--- config.mk ---
export PLATFORM = sky130hd
export DESIGN_NAME = store_commit_arbiter_flat
export DESIGN_NICKNAME = d
export VERILOG_FILES = /design/src/rtl/store_commit_arbiter_if.sv /design/src/rtl/store_commit_arbiter.sv /design/src/flat_wrapper.sv
export SDC_FILE = /design/constraint.sdc
export NUM_CORES = 1
export LEC_CHECK = 0
export ABC_AREA = 1
export CAP_MARGIN = 20
export CORE_ASPECT_RATIO = 2
export CORE_MARGIN = 8
export CORE_UTILIZATION = 41
export CTS_CLUSTER_SIZE = 40
export DETAILED_ROUTE_END_ITERATION = 16
export GPL_TIMING_DRIVEN = 0
export PLACE_DENSITY = 0.89
export SLEW_MARGIN = 10
export SYNTH_ARGS = -nofsm -noshare
export SYNTH_HDL_FRONTEND = slang
export SYNTH_SLANG_ARGS = --single-unit
--- constraint.sdc ---
create_clock -name clock -period 4.45 [get_ports clock]
set_input_delay 0.89 -clock clock [delete_from_list [all_inputs] [get_ports clock]]
set_output_delay 0.89 -clock clock [all_outputs]
set_load 0.02 [all_outputs]
--- src/rtl/store_commit_arbiter_if.sv ---
// Bundle of the arbiter's retire, SQ-head, load-unit, memory-port and status signals.
// The master modport is the arbiter's view; slave is the surrounding pipeline/memory view.
interface store_commit_arbiter_if #(
  parameter int SQ_SZ           = 8,
  parameter int NUM_SCALAR_BITS = 3
);
  localparam int CNT_W = $clog2(SQ_SZ + 1);

  logic [NUM_SCALAR_BITS-1:0] num_store_retiring;
  logic                       drain_mode;

  logic                       sq_head_valid;
  logic [31:0]                sq_head_addr;
  logic [31:0]                sq_head_data;
  logic [1:0]                 sq_head_size;
  logic                       sq_pop;

  logic                       ld_req_valid;
  logic [31:0]                ld_req_addr;
  logic [1:0]                 ld_req_size;
  logic                       ld_req_grant;
  logic                       ld_resp_valid;
  logic [31:0]                ld_resp_data;

  logic                       mem_req_valid;
  logic                       mem_req_store;
  logic [31:0]                mem_req_addr;
  logic [31:0]                mem_req_data;
  logic [1:0]                 mem_req_size;
  logic                       mem_req_ready;
  logic                       mem_resp_valid;
  logic [31:0]                mem_resp_data;

  logic [CNT_W-1:0]           committed_pending;
  logic                       stores_drained;
  logic                       overflow_err;

  modport master (
    input  num_store_retiring, drain_mode,
    input  sq_head_valid, sq_head_addr, sq_head_data, sq_head_size,
    output sq_pop,
    input  ld_req_valid, ld_req_addr, ld_req_size,
    output ld_req_grant, ld_resp_valid, ld_resp_data,
    output mem_req_valid, mem_req_store, mem_req_addr, mem_req_data, mem_req_size,
    input  mem_req_ready, mem_resp_valid, mem_resp_data,
    output committed_pending, stores_drained, overflow_err
  );

  modport slave (
    output num_store_retiring, drain_mode,
    output sq_head_valid, sq_head_addr, sq_head_data, sq_head_size,
    input  sq_pop,
    output ld_req_valid, ld_req_addr, ld_req_size,
    input  ld_req_grant, ld_resp_valid, ld_resp_data,
    input  mem_req_valid, mem_req_store, mem_req_addr, mem_req_data, mem_req_size,
    output mem_req_ready, mem_resp_valid, mem_resp_data,
    input  committed_pending, stores_drained, overflow_err
  );
endinterface

--- src/rtl/store_commit_arbiter.sv ---
// Drains committed stores from the SQ head to the single memory port in order,
// sharing the port with load requests under an anti-starvation policy.
module store_commit_arbiter #(
  parameter int SQ_SZ           = 8,
  parameter int STARVE_LIMIT    = 4,
  parameter int NUM_SCALAR_BITS = 3
) (
  input logic                    clock,
  input logic                    reset,
  store_commit_arbiter_if.master bus
);
  localparam int CNT_W = $clog2(SQ_SZ + 1);
  localparam int SUM_W = CNT_W + 1;
  localparam int SC_W  = $clog2(STARVE_LIMIT + 1);

  typedef enum logic [2:0] {IDLE, ST_REQ, ST_WAIT, LD_REQ, LD_WAIT} state_t;

  state_t           r_state;
  state_t           w_next;
  logic [CNT_W-1:0] r_pending;
  logic [SC_W-1:0]  r_starve_cnt;
  logic             r_overflow;
  logic             r_req_store;
  logic [31:0]      r_req_addr;
  logic [31:0]      r_req_data;
  logic [1:0]       r_req_size;

  logic             w_st_elig;
  logic             w_grant_st;
  logic             w_grant_ld;
  logic             w_sq_pop;
  logic             w_ld_resp_valid;
  logic [SUM_W-1:0] w_sum;
  logic             w_clamp;

  assign w_st_elig = (r_pending != '0) && bus.sq_head_valid;

  // Next-state and one-cycle pulses; arbitration is decided combinationally in IDLE.
  always_comb begin
    w_next          = r_state;
    w_grant_st      = 1'b0;
    w_grant_ld      = 1'b0;
    w_sq_pop        = 1'b0;
    w_ld_resp_valid = 1'b0;
    case (r_state)
      IDLE: begin
        if (w_st_elig && (bus.drain_mode || (r_starve_cnt >= SC_W'(STARVE_LIMIT)) ||
                          !bus.ld_req_valid)) begin
          w_grant_st = 1'b1;
          w_next     = ST_REQ;
        end else if (bus.ld_req_valid && !bus.drain_mode) begin
          w_grant_ld = 1'b1;
          w_next     = LD_REQ;
        end
      end
      ST_REQ:  if (bus.mem_req_ready) w_next = ST_WAIT;
      ST_WAIT: if (bus.mem_resp_valid) begin
        w_sq_pop = 1'b1;
        w_next   = IDLE;
      end
      LD_REQ:  if (bus.mem_req_ready) w_next = LD_WAIT;
      LD_WAIT: if (bus.mem_resp_valid) begin
        w_ld_resp_valid = 1'b1;
        w_next          = IDLE;
      end
      default: w_next = IDLE;
    endcase
  end

  // FSM state register.
  always_ff @(posedge clock) begin
    if (reset) r_state <= IDLE;
    else       r_state <= w_next;
  end

  // Committed-store count: add retires, subtract the pop, clamp at SQ depth and flag it.
  assign w_sum   = SUM_W'(r_pending) + SUM_W'(bus.num_store_retiring) - SUM_W'(w_sq_pop);
  assign w_clamp = w_sum > SUM_W'(SQ_SZ);

  // Pending counter and sticky overflow flag.
  always_ff @(posedge clock) begin
    if (reset) begin
      r_pending  <= '0;
      r_overflow <= 1'b0;
    end else begin
      r_pending <= w_clamp ? CNT_W'(SQ_SZ) : w_sum[CNT_W-1:0];
      if (w_clamp) r_overflow <= 1'b1;
    end
  end

  // Starvation counter: counts load grants taken while a store was eligible, saturating.
  always_ff @(posedge clock) begin
    if (reset) begin
      r_starve_cnt <= '0;
    end else if (w_grant_st) begin
      r_starve_cnt <= '0;
    end else if (w_grant_ld && w_st_elig && (r_starve_cnt < SC_W'(STARVE_LIMIT))) begin
      r_starve_cnt <= r_starve_cnt + 1'b1;
    end
  end

  // Request fields captured at grant and held stable until the memory accepts them.
  always_ff @(posedge clock) begin
    if (reset) begin
      r_req_store <= 1'b0;
      r_req_addr  <= '0;
      r_req_data  <= '0;
      r_req_size  <= '0;
    end else if (w_grant_st) begin
      r_req_store <= 1'b1;
      r_req_addr  <= bus.sq_head_addr;
      r_req_data  <= bus.sq_head_data;
      r_req_size  <= bus.sq_head_size;
    end else if (w_grant_ld) begin
      r_req_store <= 1'b0;
      r_req_addr  <= bus.ld_req_addr;
      r_req_data  <= '0;
      r_req_size  <= bus.ld_req_size;
    end
  end

  assign bus.mem_req_valid     = (r_state == ST_REQ) || (r_state == LD_REQ);
  assign bus.mem_req_store     = r_req_store;
  assign bus.mem_req_addr      = r_req_addr;
  assign bus.mem_req_data      = r_req_data;
  assign bus.mem_req_size      = r_req_size;
  assign bus.sq_pop            = w_sq_pop;
  assign bus.ld_req_grant      = w_grant_ld;
  assign bus.ld_resp_valid     = w_ld_resp_valid;
  assign bus.ld_resp_data      = w_ld_resp_valid ? bus.mem_resp_data : 32'h0;
  assign bus.committed_pending = r_pending;
  assign bus.stores_drained    = (r_pending == '0) && (r_state != ST_REQ) && (r_state != ST_WAIT);
  assign bus.overflow_err      = r_overflow;
endmodule

--- src/flat_wrapper.sv ---
// flat-port wrapper written by rule: the top's interface ports become plain ports
module store_commit_arbiter_flat 
#(
  parameter int SQ_SZ           = 8,
  parameter int STARVE_LIMIT    = 4,
  parameter int NUM_SCALAR_BITS = 3
)
  (clock, reset, bus_num_store_retiring, bus_drain_mode, bus_sq_head_valid, bus_sq_head_addr, bus_sq_head_data, bus_sq_head_size, bus_sq_pop, bus_ld_req_valid, bus_ld_req_addr, bus_ld_req_size, bus_ld_req_grant, bus_ld_resp_valid, bus_ld_resp_data, bus_mem_req_valid, bus_mem_req_store, bus_mem_req_addr, bus_mem_req_data, bus_mem_req_size, bus_mem_req_ready, bus_mem_resp_valid, bus_mem_resp_data, bus_committed_pending, bus_stores_drained, bus_overflow_err);
  store_commit_arbiter_if #(.SQ_SZ(SQ_SZ), .NUM_SCALAR_BITS(NUM_SCALAR_BITS)) bus_i ();
  input logic clock;
  input logic reset;
  input wire logic [$bits(bus_i.num_store_retiring)-1:0] bus_num_store_retiring;
  input wire logic [$bits(bus_i.drain_mode)-1:0] bus_drain_mode;
  input wire logic [$bits(bus_i.sq_head_valid)-1:0] bus_sq_head_valid;
  input wire logic [$bits(bus_i.sq_head_addr)-1:0] bus_sq_head_addr;
  input wire logic [$bits(bus_i.sq_head_data)-1:0] bus_sq_head_data;
  input wire logic [$bits(bus_i.sq_head_size)-1:0] bus_sq_head_size;
  output wire logic [$bits(bus_i.sq_pop)-1:0] bus_sq_pop;
  input wire logic [$bits(bus_i.ld_req_valid)-1:0] bus_ld_req_valid;
  input wire logic [$bits(bus_i.ld_req_addr)-1:0] bus_ld_req_addr;
  input wire logic [$bits(bus_i.ld_req_size)-1:0] bus_ld_req_size;
  output wire logic [$bits(bus_i.ld_req_grant)-1:0] bus_ld_req_grant;
  output wire logic [$bits(bus_i.ld_resp_valid)-1:0] bus_ld_resp_valid;
  output wire logic [$bits(bus_i.ld_resp_data)-1:0] bus_ld_resp_data;
  output wire logic [$bits(bus_i.mem_req_valid)-1:0] bus_mem_req_valid;
  output wire logic [$bits(bus_i.mem_req_store)-1:0] bus_mem_req_store;
  output wire logic [$bits(bus_i.mem_req_addr)-1:0] bus_mem_req_addr;
  output wire logic [$bits(bus_i.mem_req_data)-1:0] bus_mem_req_data;
  output wire logic [$bits(bus_i.mem_req_size)-1:0] bus_mem_req_size;
  input wire logic [$bits(bus_i.mem_req_ready)-1:0] bus_mem_req_ready;
  input wire logic [$bits(bus_i.mem_resp_valid)-1:0] bus_mem_resp_valid;
  input wire logic [$bits(bus_i.mem_resp_data)-1:0] bus_mem_resp_data;
  output wire logic [$bits(bus_i.committed_pending)-1:0] bus_committed_pending;
  output wire logic [$bits(bus_i.stores_drained)-1:0] bus_stores_drained;
  output wire logic [$bits(bus_i.overflow_err)-1:0] bus_overflow_err;
  assign bus_i.num_store_retiring = bus_num_store_retiring;
  assign bus_i.drain_mode = bus_drain_mode;
  assign bus_i.sq_head_valid = bus_sq_head_valid;
  assign bus_i.sq_head_addr = bus_sq_head_addr;
  assign bus_i.sq_head_data = bus_sq_head_data;
  assign bus_i.sq_head_size = bus_sq_head_size;
  assign bus_sq_pop = bus_i.sq_pop;
  assign bus_i.ld_req_valid = bus_ld_req_valid;
  assign bus_i.ld_req_addr = bus_ld_req_addr;
  assign bus_i.ld_req_size = bus_ld_req_size;
  assign bus_ld_req_grant = bus_i.ld_req_grant;
  assign bus_ld_resp_valid = bus_i.ld_resp_valid;
  assign bus_ld_resp_data = bus_i.ld_resp_data;
  assign bus_mem_req_valid = bus_i.mem_req_valid;
  assign bus_mem_req_store = bus_i.mem_req_store;
  assign bus_mem_req_addr = bus_i.mem_req_addr;
  assign bus_mem_req_data = bus_i.mem_req_data;
  assign bus_mem_req_size = bus_i.mem_req_size;
  assign bus_i.mem_req_ready = bus_mem_req_ready;
  assign bus_i.mem_resp_valid = bus_mem_resp_valid;
  assign bus_i.mem_resp_data = bus_mem_resp_data;
  assign bus_committed_pending = bus_i.committed_pending;
  assign bus_stores_drained = bus_i.stores_drained;
  assign bus_overflow_err = bus_i.overflow_err;
  store_commit_arbiter #(.SQ_SZ(SQ_SZ), .STARVE_LIMIT(STARVE_LIMIT), .NUM_SCALAR_BITS(NUM_SCALAR_BITS)) u_core (.clock(clock), .reset(reset), .bus(bus_i));
endmodule
Yosys cells after proc, flatten, opt, wreduce, memory -nomap -nowiden --
Index checks and enable logic that the tools add are counted.
Storage, ports and cells: output and inout bits 109, register bits after elaboration 78, input bits 142, logic and storage cells 69
Cells by class: multiplexer cells 24, $add $sub $neg 3, reductions and logical operators 20, order comparisons 3, eq/ne operators 10
Operators with widths (count):
- $mux 32 | 5
- $mux 3 | 5
- $pmux 3 s4 | 1
- $mux 1 | 10
- $logic_and 1x1->1 | 7
- $eq 3x2->1 const B | 2
- $ne 3x1->1 const B | 2
- $reduce_or 2->1 | 3
- $add 4x3->5 | 1
- $gt 5x4->1 const B | 1
- $sub 5x1->5 | 1
- $logic_not 4->1 | 1
- $mux 2 | 2
- $mux 4 | 1
- $ne 2x2->1 const B | 2
- $reduce_and 4->1 | 1
- $reduce_bool 4->1 | 1
- $add 3x1->3 const B | 1
- $eq 3x1->1 const B | 1
- $eq 3x3->1 const B | 1
- $ge 3x3->1 const B | 1
- $logic_not 3->1 | 1
- $logic_or 1x1->1 | 3
- $lt 3x3->1 const B | 1
- other kinds (4) | 5

Logic depth before layout (Yosys ltp) --
Gate-level depths: netlist of the first run.
depth after elaboration 8, gate-level depth with buffers 15, mapped depth without buffers 15

Worst setup path before layout of the first run --
Ideal clock, no wire load.
path type input port to output port, from in bus_mem_resp_valid, to out bus_ld_resp_data[0], stages on the path 5, buffers on the path 1, slack 1.627 ns, data required time 3.560 ns, arrival time 1.933 ns, cells stage by stage inv_1 -> nor2_1 -> inv_1 -> clkbuf_1 -> nor2_1
On the way: longest elaborated chain between the ends 3
RTL lines:
- start, declared | RTL line flat_wrapper.sv:31 | input wire logic [$bits(bus_i.mem_resp_valid)-1:0] bus_mem_resp_valid;
- $mux 1 | RTL line store_commit_arbiter.sv:62 | LD_WAIT: if (bus.mem_resp_valid) begin
- $mux 1 | RTL line store_commit_arbiter.sv:45 | case (r_state)
- named net bus_ld_resp_valid | RTL line flat_wrapper.sv:23 | output wire logic [$bits(bus_i.ld_resp_valid)-1:0] bus_ld_resp_valid;
- $mux 32 | RTL line store_commit_arbiter.sv:130 | assign bus.ld_resp_data = w_ld_resp_valid ? bus.mem_resp_data : 32'h0;
- end, declared | RTL line flat_wrapper.sv:24 | output wire logic [$bits(bus_i.ld_resp_data)-1:0] bus_ld_resp_data;
The timed path passes the listed nets, and every way through them passes these cells.

Final worst setup path of the first run --
from in bus_drain_mode, to out bus_ld_req_grant
On the way: longest elaborated chain between the ends 5, elaborated cells on any way between the ends 8, those cells by class mux (3); reduce/logical (5)
RTL lines:
- start, declared | RTL line flat_wrapper.sv:13 | input wire logic [$bits(bus_i.drain_mode)-1:0] bus_drain_mode;
- $logic_not 1->1 or $logic_or 1x1->1 (tied branches) | RTL line store_commit_arbiter.sv:51, store_commit_arbiter.sv:47
- $logic_and 1x1->1 or $logic_or 1x1->1 (tied branches) | RTL line store_commit_arbiter.sv:51, store_commit_arbiter.sv:47
- $mux 1 or $logic_and 1x1->1 (tied branches) | RTL line store_commit_arbiter.sv:51, store_commit_arbiter.sv:47
- $mux 1 (*) | RTL line store_commit_arbiter.sv:47 | if (w_st_elig && (bus.drain_mode || (r_starve_cnt >= SC_W'(STARVE_LIMIT)) ||
- $mux 1 (*) | RTL line store_commit_arbiter.sv:45
- end, declared | RTL line flat_wrapper.sv:22 | output wire logic [$bits(bus_i.ld_req_grant)-1:0] bus_ld_req_grant;
Every way passes the cells marked *; elsewhere a longest branch is shown, timed or not.

==> key figures, run 1 <==
Run status
  • Status: completed

Global route
  • First-pass GRT wire length: 25,100 µm
  • All-Layer GR Usage: 23.0%
  • Vias in the first global route: 5,087
  • Grt total ovfl: 0
  • Pin count of the biggest net entering global routing: 15
  • Initial antenna violation count: 0

Cells and area
  • Ant. Diodes: 0
  • Most common cell after layout, fill and taps aside: clkdlybuf4s50_1
  • Nets: 1,078
  • Reg area: 1560 µm²
  • Area of the multi-input gates: 2050 µm²
  • Layout cell share with drive strength beyond 1: 5.69%
  • P&R area growth vs syn: 70.8%
  • Finished Layout Cells: 1,067
  • Post-Layout Inst Area: 7180 µm²
  • Commonest non-fill, non-tap cells in the layout: clkdlybuf4s50_1 (249), nand2_1 (159), nor2_1 (118)
  • Fillers: 821

STA
  • RSZ-0062 raised after global routing: false
  • Min Hold Slack: 0.462 ns
  • Endpoints failing setup: 0
  • Maximum clock frequency: 268 MHz
  • Final setup TNS: 0 ns
  • Slew @ Worst Pin: 0.537 ns
  • Final Skew: 0.00956 ns
  • Final hold vios: 0
  • Min Tclk post-route: 3.74 ns
  • Crit share post-route: 84.0%
  • Slew Viols, Final: 0
  • Slew margin rel.: 64.2%

Synthesis
  • Ys async rst share: 0%
  • Post-synthesis sequential area ratio: 37.1%
  • FF+latch count, synth: 78
  • Mapped Cells: 667
  • Synth Cell Area: 4210 µm²
  • Synthesized area per cell: 6.30 µm²
  • Dominant synthesized flop cell: dfxtp_1
  • Main area contributors after synthesis: dfxtp_1 (37%), nand2_1 (14%), nand3_1 (13%)
  • Synth top area share: 37.1%
  • Syn_nets: 818
  • Largest area contributor in the netlist: dfxtp_1
  • Count of cell types in the netlist: 23
  • YS warnings: 0
  • Post-synth EDFFs: 0

Route
  • Final ANT Viol Nets: 0
  • DRT iter0 DRCs: 226
  • TritonRoute pass-1 iters: 6
  • Vias per inst: 4.71
  • Residual DRC: 0
  • Final WL: 16,200 µm
  • Drt wl/cell: 15.1 µm
  • Via count: 5,027

Clock tree
  • Postcts setup bufs: 0
  • PostCTS Resize Cnt: 0
  • Clock Latency Late Sink: 0.34 ns
  • Max H-tree Level: 3
  • CTS Hold Buffers Added: 0
  • Cts bufs inserted: 9
  • CTS Buffer Depth: 2
  • Reg clk slew, reported paths: 0.05 ns
  • Clk root buf: clkbuf_16
  • CTS tree: built
  • Clock sinks: 78

Placement
  • Hpwl dp: 13,500 µm
  • Placed Area: 6870 µm²
  • Placed Instances: 1,051
  • Gpl congestion: 0.848
  • Port bufs: 249

Power and ir drop
  • Leakage power: 3.28 nW
  • Net Sw Power: 0.00187 W
  • Comb power frac: 57.9%
  • Total chip power: 0.00431 W
  • Sequential share of power: 24.2%
  • Clk network pwr share: 17.9%
  • Internal power: 0.00244 W
  • Switching share of total power: 43.4%
  • VDD IR max: 0.391 mV
  • PD cells: 600 nW/µm²

Floorplan
  • Die H: 159 µm
  • Core ar.: 10,100 µm²
  • IO Count: 251
  • Die width: 87.6 µm
  • Die area: 13,900 µm²
  • Initial core utilization: 41.7%
  • # rows: 52

Worst hold path
  • Hold wc startpoint: u_core.bus.mem_req_store$_SDFFE_PP0P_
  • Hold WC Path Type: flop to flop

Worst setup path
  • CP max stage cell: clkdlybuf4s50_1
  • CP Launch Type: input port
  • CP Cell Sequence: clkdlybuf4s50_1 > nor2_1 > nand2_1 > nand3_1 > nand3_4 > buf_2 > inv_1 > clkdlybuf4s50_1
  • Critical Path Fanout Max: 10
  • WS Path Type: input port to output pin
  • Buf+Inv Stages, Crit Path: 4
  • CP max stage delay: 0.62 ns
  • Crit path required time: 3.56 ns
  • CP arrival: 2.85 ns
  • R2r setup slk: 2.01 ns
  • Crit path from: bus_drain_mode
  • CP delay by family, top: buffers and inverters
  • FF-to-FF Start: u_core.r_state[1]$_SDFFE_PP0P_
  • Most used cell, CP: clkdlybuf4s50_1
  • CP endpoint kind: output pin

Job
  • Max_cap viols: 0
metal layers:
layer	GRT usage (%)	part of all wire, %	routed length [µm]
met1	19.6	33	5290
met2	43.0	52	8470
met3	7.65	9.3	1500
met4	14.5	5.5	894
met5	0	0	0
flip-flops by register name, indices dropped and copies added, names as in the netlist:
register,flops
u_core.bus.committed_pending,4
u_core.bus.mem_req_addr,32
u_core.bus.mem_req_data,32
u_core.bus.mem_req_size,2
u_core.bus.mem_req_store,1
u_core.bus.overflow_err,1
u_core.r_starve_cnt,3
u_core.r_state,3
worst register-to-register path: stages (launching register included):
cell and delay [ns]:
dfxtp_1 0.41, nand3b_1 0.15, nor2_1 0.20, ha_1 0.26, inv_1 0.06, ha_1 0.15, inv_1 0.05, fa_1 0.39
nand3b_1 0.19, nand2_1 0.08, nand2_1 0.05, nand2_1 0.12, nand3_1 0.14, nor2_1 0.13
kinds of logic (layout without fill, tap and decap cells):
logic type | Yosys count | count (layout) | share of synthesized area (%)
and+or+nand+nor | 395 | 395 | 39.9
xor gates and xnor gates | 2 | 2 | 0.417
buffers and inverters | 140 | 405 | 14.2
DFF | 78 | 78 | 37.1
adders and majority gates | 9 | 9 | 2.86
AOI/OAI and AO/OA | 43 | 43 | 5.44
final timing paths:
check / end / cells past startpoint
worst min-delay path: u_core.bus.mem_req_store$_SDFFE_PP0P_ / 2
worst max register to register: u_core.bus.committed_pending[2]$_SDFF_PP0_ / 13
worst max-delay path: bus_ld_req_grant / 8
worst min register to register: u_core.bus.mem_req_store$_SDFFE_PP0P_ / 2
synthesized netlist by cell type (2+ instances only):
master	number
buf_6	3
buf_4	7
dfxtp_1	78
nand2_2	2
nand3b_1	4
ha_1	8
nand2_1	159
a21oi_1	40
inv_1	97
buf_2	19
clkbuf_1	13
xor2_1	2
nor2_1	118
nand3_1	108
power by group through the flow:
stage	Combinational [W]	Clock [W]	Sequential (W)
2_1_floorplan	0.00126	0	0.00130
3_3_place_gp	0.00248	0	0.00104
3_5_place_dp	0.00251	0	0.00106
4_1_cts	0.00253	0.000782	0.00104
5_1_grt	0.00277	0.000814	0.00107
6_report	0.00250	0.000773	0.00104
through the flow:
step | setup slack, ns | util [%]
2_1_floorplan | 1.63 | -
3_3_place_gp | 0.693 | 68.1
3_5_place_dp | 0.689 | 68.1
4_1_cts | 0.678 | 71.2
5_1_grt | 0.591 | 71.2
6_report | 0.712 | 71.2
cell type report:
| cell class | instances | area share (%) |
|---|---|---|
| buffer | 42 | 3.20 |
| clock buffer | 11 | 3.52 |
| clock inverter | 5 | 0.906 |
| inverter | 98 | 5.12 |
| multi-input combinational | 449 | 28.5 |
| sequential | 78 | 21.7 |
| tap | 135 | 2.35 |
| timing repair buffer | 249 | 34.7 |
Power figures use the tool's default switching activity.
==> inputs of run 2 (changes only) <==
- CORE_UTILIZATION: 41 -> 38
- PLACE_DENSITY: 0.89 -> 0.83
- clock period: 4.45 -> 3.6 ns (I/O delays scaled with it)
==> run 2 against run 1 <==
Effect of this change:
- total power is 20% higher
- non-clock buffer count is the same
- via count down 2.5%
- utilization shrank 5.5 points
- critical endpoint is now bus_ld_resp_data[14]
==> key figures, run 2 (same netlist as run 1, synthesis figures left out) <==
Worst setup path
  • FF-to-FF Start: u_core.r_state[1]$_SDFFE_PP0P_
  • Buf+Inv Stages, Crit Path: 5 (+1)
  • R2r setup slk: 1.09 ns (-0.92 ns)
  • Critical Path Fanout Max: 10 (unchanged)
  • CP Cell Sequence: clkdlybuf4s50_1 > inv_1 > nor2_1 > inv_1 > clkbuf_1 > nor2_1 > clkdlybuf4s50_1
  • Crit path required time: 2.88 ns (-0.68 ns)
  • Depth of the most critical reg-to-reg path: 13 (unchanged)
  • WS Path Type: input port to output pin
  • CP arrival: 2.69 ns (-0.16 ns)
  • R2r endpoint: u_core.bus.committed_pending[1]$_SDFF_PP0_
  • CP max stage cell: clkdlybuf4s50_1
  • CP endpoint kind: output pin
  • CP Launch Type: input port
  • CP delay by family, top: buffers and inverters
  • CP max stage delay: 0.65 ns (+0.03 ns)

Floorplan
  • Die width: 90.4 µm (+3.2%)
  • Initial core utilization: 38.7% (-3.0 points)
  • Die H: 165 µm (+3.5%)
  • # rows: 54 (+3.8%)
  • Core ar.: 10,900 µm² (+7.9%)
  • Die area: 14,900 µm² (+6.8%)
  • IO Count: 251 (unchanged)

Power and ir drop
  • Internal power: 0.00292 W (+20%)
  • Comb power frac: 59.0% (+1.1 points)
  • VDD IR max: 0.501 mV (+28%)
  • PD cells: 725 nW/µm² (+21%)
  • Switching share of total power: 43.6% (+0.18 points)
  • Sequential share of power: 24.9% (+0.7 points)
  • Clk network pwr share: 16.1% (-1.8 points)
  • Leakage power: 3.26 nW (-0.64%)
  • Net Sw Power: 0.00226 W (+21%)
  • Total chip power: 0.00518 W (+20%)

Placement
  • Gpl congestion: 0.834 (-1.7%)
  • Hpwl dp: 12,900 µm (-4.1%)
  • Placed Instances: 1,056 (+0.48%)
  • Port bufs: 249 (unchanged)

Cells and area
  • Most common cell after layout, fill and taps aside: clkdlybuf4s50_1
  • Nets: 1,078 (unchanged)
  • Finished Layout Cells: 1,072 (+0.47%)
  • Final core occ: 65.7% (-5.5 points)
  • P&R area growth vs syn: 70.0%
  • Commonest non-fill, non-tap cells in the layout: clkdlybuf4s50_1 (249), nand2_1 (159), nor2_1 (118)
  • Ant. Diodes: 0 (unchanged)
  • Layout cell share with drive strength beyond 1: 5.58% (-0.11 points)

Run status
  • Status: completed

STA
  • Min Hold Slack: 0.466 ns (+0.00401 ns)
  • Endpoints failing setup: 0 (unchanged)
  • Slew Viols, Final: 0 (unchanged)
  • Slew @ Worst Pin: 0.478 ns (-0.0591 ns)
  • RSZ-0062 raised after global routing: false
  • Min Tclk post-route: 3.41 ns
  • Maximum clock frequency: 293 MHz
  • Crit share post-route: 94.7%
  • Final Skew: 0.0112 ns (+0.00162 ns)
  • Final hold vios: 0 (unchanged)
  • Final setup TNS: 0 ns (unchanged)
  • Slew margin rel.: 68.2% (+3.9 points)

Clock tree
  • CTS Hold Buffers Added: 0 (unchanged)
  • PostCTS Resize Cnt: 0 (unchanged)
  • Clock Latency Late Sink: 0.33 ns (about the same)
  • Clock sinks: 78 (unchanged)
  • CTS tree: built
  • Max H-tree Level: 3 (unchanged)
  • Cts bufs inserted: 9 (unchanged)
  • Postcts setup bufs: 0 (unchanged)
  • Clk root buf: clkbuf_16
  • CTS Buffer Depth: 2 (unchanged)
  • Reg clk slew, reported paths: 0.05 ns (about the same)

Route
  • Via count: 4,900 (-2.5%)
  • DRT iter0 DRCs: 130 (-42%)
  • Residual DRC: 0 (unchanged)
  • TritonRoute pass-1 iters: 4 (-2)
  • Final ANT Viol Nets: 0 (unchanged)
  • Final WL: 15,400 µm (-4.8%)
  • Vias per inst: 4.57 (-3.0%)
  • Drt wl/cell: 14.3 µm (-5.2%)

Worst hold path
  • Cell depth of the worst hold path: 2 (unchanged)
  • Hold WC Path Type: flop to flop
  • Hold wc startpoint: u_core.bus.mem_req_store$_SDFFE_PP0P_
  • Endpoint, Worst Hold: u_core.bus.mem_req_store$_SDFFE_PP0P_

Global route
  • Pin count of the biggest net entering global routing: 14 (-1)
  • All-Layer GR Usage: 20.5% (-2.5 points)
  • First-pass GRT wire length: 24,600 µm (-2.0%)
  • Vias in the first global route: 4,989 (-1.9%)
  • Grt total ovfl: 0 (unchanged)
  • Initial antenna violation count: 0 (unchanged)

Job
  • Max_cap viols: 0 (unchanged)
run 2: stage by stage:
stage          area (µm²)  setup slack, ns
2_1_floorplan        4210            0.950
3_3_place_gp         6870            0.164
3_5_place_dp         6870            0.168
4_1_cts              7150            0.163
5_1_grt              7150           0.0739
6_report             7150            0.190
run 2: worst reg2reg max path: stages (launching register included):
cell and delay [ns]:
dfxtp_1 0.41, nand3b_1 0.15, nor2_1 0.25, ha_1 0.28, inv_1 0.06, ha_1 0.16, inv_1 0.06, fa_1 0.39
nand3b_1 0.20, nand2_1 0.08, nand2_1 0.05, nand2_1 0.10, nand3_1 0.13, nor2_1 0.13
run 2: worst max-delay path by stage:
stage,start,end,cells after the start
CTS,bus_mem_resp_valid,bus_ld_resp_data[15],7
finish,bus_mem_resp_valid,bus_ld_resp_data[14],7
floorplan,bus_mem_resp_valid,u_core.bus.overflow_err$_SDFFE_PP0N_,14
detailed placement,bus_mem_resp_valid,bus_ld_resp_data[15],7
global placement,bus_mem_resp_valid,bus_ld_resp_data[15],7
global route,bus_mem_resp_valid,bus_ld_resp_data[14],7
run 2: power groups by stage:
| stage | sequential [W] | combinational, W | clock [W] |
|---|---|---|---|
| global placement | 0.00129 | 0.00306 | 0 |
| finish | 0.00129 | 0.00305 | 0.000836 |
| CTS | 0.00129 | 0.00310 | 0.000860 |
| global route | 0.00133 | 0.00340 | 0.000896 |
| floorplan | 0.00161 | 0.00156 | 0 |
| detailed placement | 0.00131 | 0.00309 | 0 |
run 2: area by class of cell:
class | instances | area (µm²)
Timing Repair Buffer | 249 | 2490
Buffer | 42 | 230
Clock buffer | 11 | 243
Fill cell | 992 | 3730
Inverter | 98 | 368
Multi-Input combinational cell | 449 | 2050
Clock inverter | 5 | 35.0
Tap cell | 140 | 175
Sequential cell | 78 | 1560
run 2: metal layers:
layer / share of wire (%) / wire length [µm] / global-route usage [%]
met1: 36 / 5480 / 18.9
met2: 55 / 8430 / 40.1
met3: 7.3 / 1120 / 6.51
met4: 2.2 / 346 / 8.47
met5: 0 / 0 / 0
==> inputs of run 3 (changes only) <==
- CORE_ASPECT_RATIO: 2 -> 1.75
- CORE_UTILIZATION: 38 -> 48
- DONT_BUFFER_PORTS: unset -> 1
- PLACE_DENSITY: 0.83 -> 0.65
==> run 3 against run 2 <==
Effect of this change:
- total power fell by 13%
- worst hold slack better by 0.0012 ns
- worst setup slack better by 0.48 ns
- clock skew decreased by 0.0033 ns
- global-route usage up 0.70 points
- cell count fell by 25%
- die area fell by 19%
- via count shrank 16%
- register-to-register slack worse by 0.16 ns
- largest cell class is now multi-input combinational cells
- largest power group unchanged
- highest routed layer unchanged
==> key figures, run 3 (same netlist as run 1, synthesis figures left out) <==
Power and ir drop
  • PD cells: 970 nW/µm² (+34%)
  • VDD IR max: 0.401 mV (-20%)
  • Leakage power: 2.35 nW (-28%)

STA
  • Final Skew: 0.00791 ns (-0.00327 ns)
  • Maximum clock frequency: 341 MHz (+16%)
  • Min Tclk post-route: 2.93 ns (-0.480 ns)
  • RSZ-0062 raised after global routing: false
  • Slew Viols, Final: 0 (unchanged)
  • Final setup TNS: 0 ns (unchanged)
  • Min Hold Slack: 0.467 ns (+0.00119 ns)
  • Crit share post-route: 81.4% (-13 points)
  • Endpoints failing setup: 0 (unchanged)
  • Final hold vios: 0 (unchanged)
  • Slew @ Worst Pin: 0.534 ns (+0.0559 ns)
  • Slew margin rel.: 64.3% (-3.9 points)

Worst hold path
  • Endpoint, Worst Hold: u_core.r_starve_cnt[2]$_SDFFE_PP0P_
  • Cell depth of the worst hold path: 2 (unchanged)
  • Hold WC Path Type: flop to flop
  • Hold wc startpoint: u_core.r_starve_cnt[2]$_SDFFE_PP0P_

Worst setup path
  • CP Launch Type: flop
  • FF-to-FF Start: u_core.r_state[2]$_SDFFE_PP0P_
  • Depth of the most critical reg-to-reg path: 14 (+1)
  • CP endpoint kind: output pin
  • R2r setup slk: 0.93 ns (-0.16 ns)
  • R2r endpoint: u_core.bus.committed_pending[0]$_SDFF_PP0_
  • Critical Path Fanout Max: 10 (unchanged)
  • Crit path required time: 2.88 ns (about the same)
  • CP arrival: 2.21 ns (-0.48 ns)
  • WS Path Type: flop to output pin

Cells and area
  • Most common cell after layout, fill and taps aside: nand2_1
  • Ant. Diodes: 0 (unchanged)
  • Nets: 829 (-23%)
  • Layout cell share with drive strength beyond 1: 7.76% (+2.2 points)
  • Fillers: 871 (-12%)
  • Commonest non-fill, non-tap cells in the layout: nand2_1 (159), nor2_1 (118), nand3_1 (108)
  • P&R area growth vs syn: 11.0%

Clock tree
  • Max H-tree Level: 3 (unchanged)
  • CTS Hold Buffers Added: 0 (unchanged)
  • CTS tree: built
  • Clk root buf: clkbuf_16
  • Cts bufs inserted: 9 (unchanged)
  • CTS Buffer Depth: 2 (unchanged)
  • Clock sinks: 78 (unchanged)
  • Reg clk slew, reported paths: 0.06 ns (about the same)
  • Postcts setup bufs: 0 (unchanged)
  • PostCTS Resize Cnt: 0 (unchanged)
  • Clock Latency Late Sink: 0.34 ns (about the same)

Job
  • Max_cap viols: 0 (unchanged)

Run status
  • Status: completed

Global route
  • All-Layer GR Usage: 21.2% (+0.70 points)
  • Grt total ovfl: 0 (unchanged)
  • Initial antenna violation count: 0 (unchanged)
  • Vias in the first global route: 4,042 (-19%)
  • First-pass GRT wire length: 20,200 µm (-18%)
  • Pin count of the biggest net entering global routing: 15 (+1)

Route
  • Via count: 4,097 (-16%)
  • Final WL: 13,400 µm (-13%)
  • TritonRoute pass-1 iters: 4 (unchanged)
  • Final ANT Viol Nets: 0 (unchanged)
  • Vias per inst: 5.12 (+12%)
  • Drt wl/cell: 16.7 µm (+16%)
  • DRT iter0 DRCs: 127 (-2.3%)
  • Residual DRC: 0 (unchanged)

Floorplan
  • Initial core utilization: 48.8% (+10 points)
  • Core ar.: 8610 µm² (-21%)
  • Die width: 86.8 µm (-4.0%)
  • Die area: 12,100 µm² (-19%)
  • Die H: 140 µm (-15%)
  • # rows: 45 (-17%)
  • IO Count: 251 (unchanged)

Placement
  • Port bufs: 0 (-100%)
  • Hpwl dp: 11,200 µm (-13%)
  • Gpl congestion: 0.852 (+2.3%)
run 3: changes by cell type in the layout (fill, tap and decap cells not counted), sizes merged:
cell           delta
clkinvlp          -1
clkinv            -2
clkdlybuf4s50   -249
inv               +2
bufinv            +1
run 3: per-stage QoR:
stage / setup slack [ns] / area, µm² / total power, W / cells / util, %
6_report: 0.670 / 4670 / 0.00453 / 800 / 54.2
5_1_grt: 0.478 / 4670 / 0.00490 / 800 / 54.2
3_3_place_gp: 0.689 / 4350 / 0.00359 / 784 / 50.5
4_1_cts: 0.648 / 4670 / 0.00460 / 800 / 54.2
3_5_place_dp: 0.685 / 4350 / 0.00364 / 784 / 50.5
2_1_floorplan: 0.950 / 4210 / 0.00317 / 667 / -
run 3: cell type report:
type                            count  area (µm²)  share of cell area, %
Multi-Input combinational cell    449        2050                   43.8
Sequential cell                    78        1560                   33.4
Inverter                           98         368                   7.88
Clock buffer                       11         253                   5.41
Buffer                             42         230                   4.93
Tap cell                          117         146                   3.14
Clock inverter                      5        65.1                   1.39
run 3: how the worst max path moves through the flow:
stage	start	endpoint
after floorplan	bus_mem_resp_valid	u_core.bus.overflow_err$_SDFFE_PP0N_
after global placement	bus_mem_resp_valid	u_core.bus.committed_pending[1]$_SDFF_PP0_
after detailed placement	bus_mem_resp_valid	u_core.bus.committed_pending[0]$_SDFF_PP0_
after CTS	u_core.r_state[0]$_SDFFE_PP0P_	bus_ld_resp_data[6]
after global routing	u_core.r_state[1]$_SDFFE_PP0P_	bus_ld_resp_data[6]
final	u_core.r_state[0]$_SDFFE_PP0P_	bus_ld_resp_data[6]
run 3: worst max-delay path, cell delays in order (launching register included):
cell	delay (ns)
dfxtp_1	0.33
nor2_2	0.14
nand2_1	0.08
nor2_1	0.40
inv_1	0.19
clkbuf_1	0.28
nor2_1	0.44
run 3: routing by layer:
layer	wire length [µm]	GRT usage, %
met5	0	0
met1	4360	18.1
met4	335	9.32
met2	7160	40.5
met3	1510	8.73
run 3: power breakdown:
group          switching (W)  total [W]  internal, W
clock               0.000363   0.000945     0.000582
combinational        0.00124    0.00190     0.000661
sequential          0.000544    0.00169      0.00114
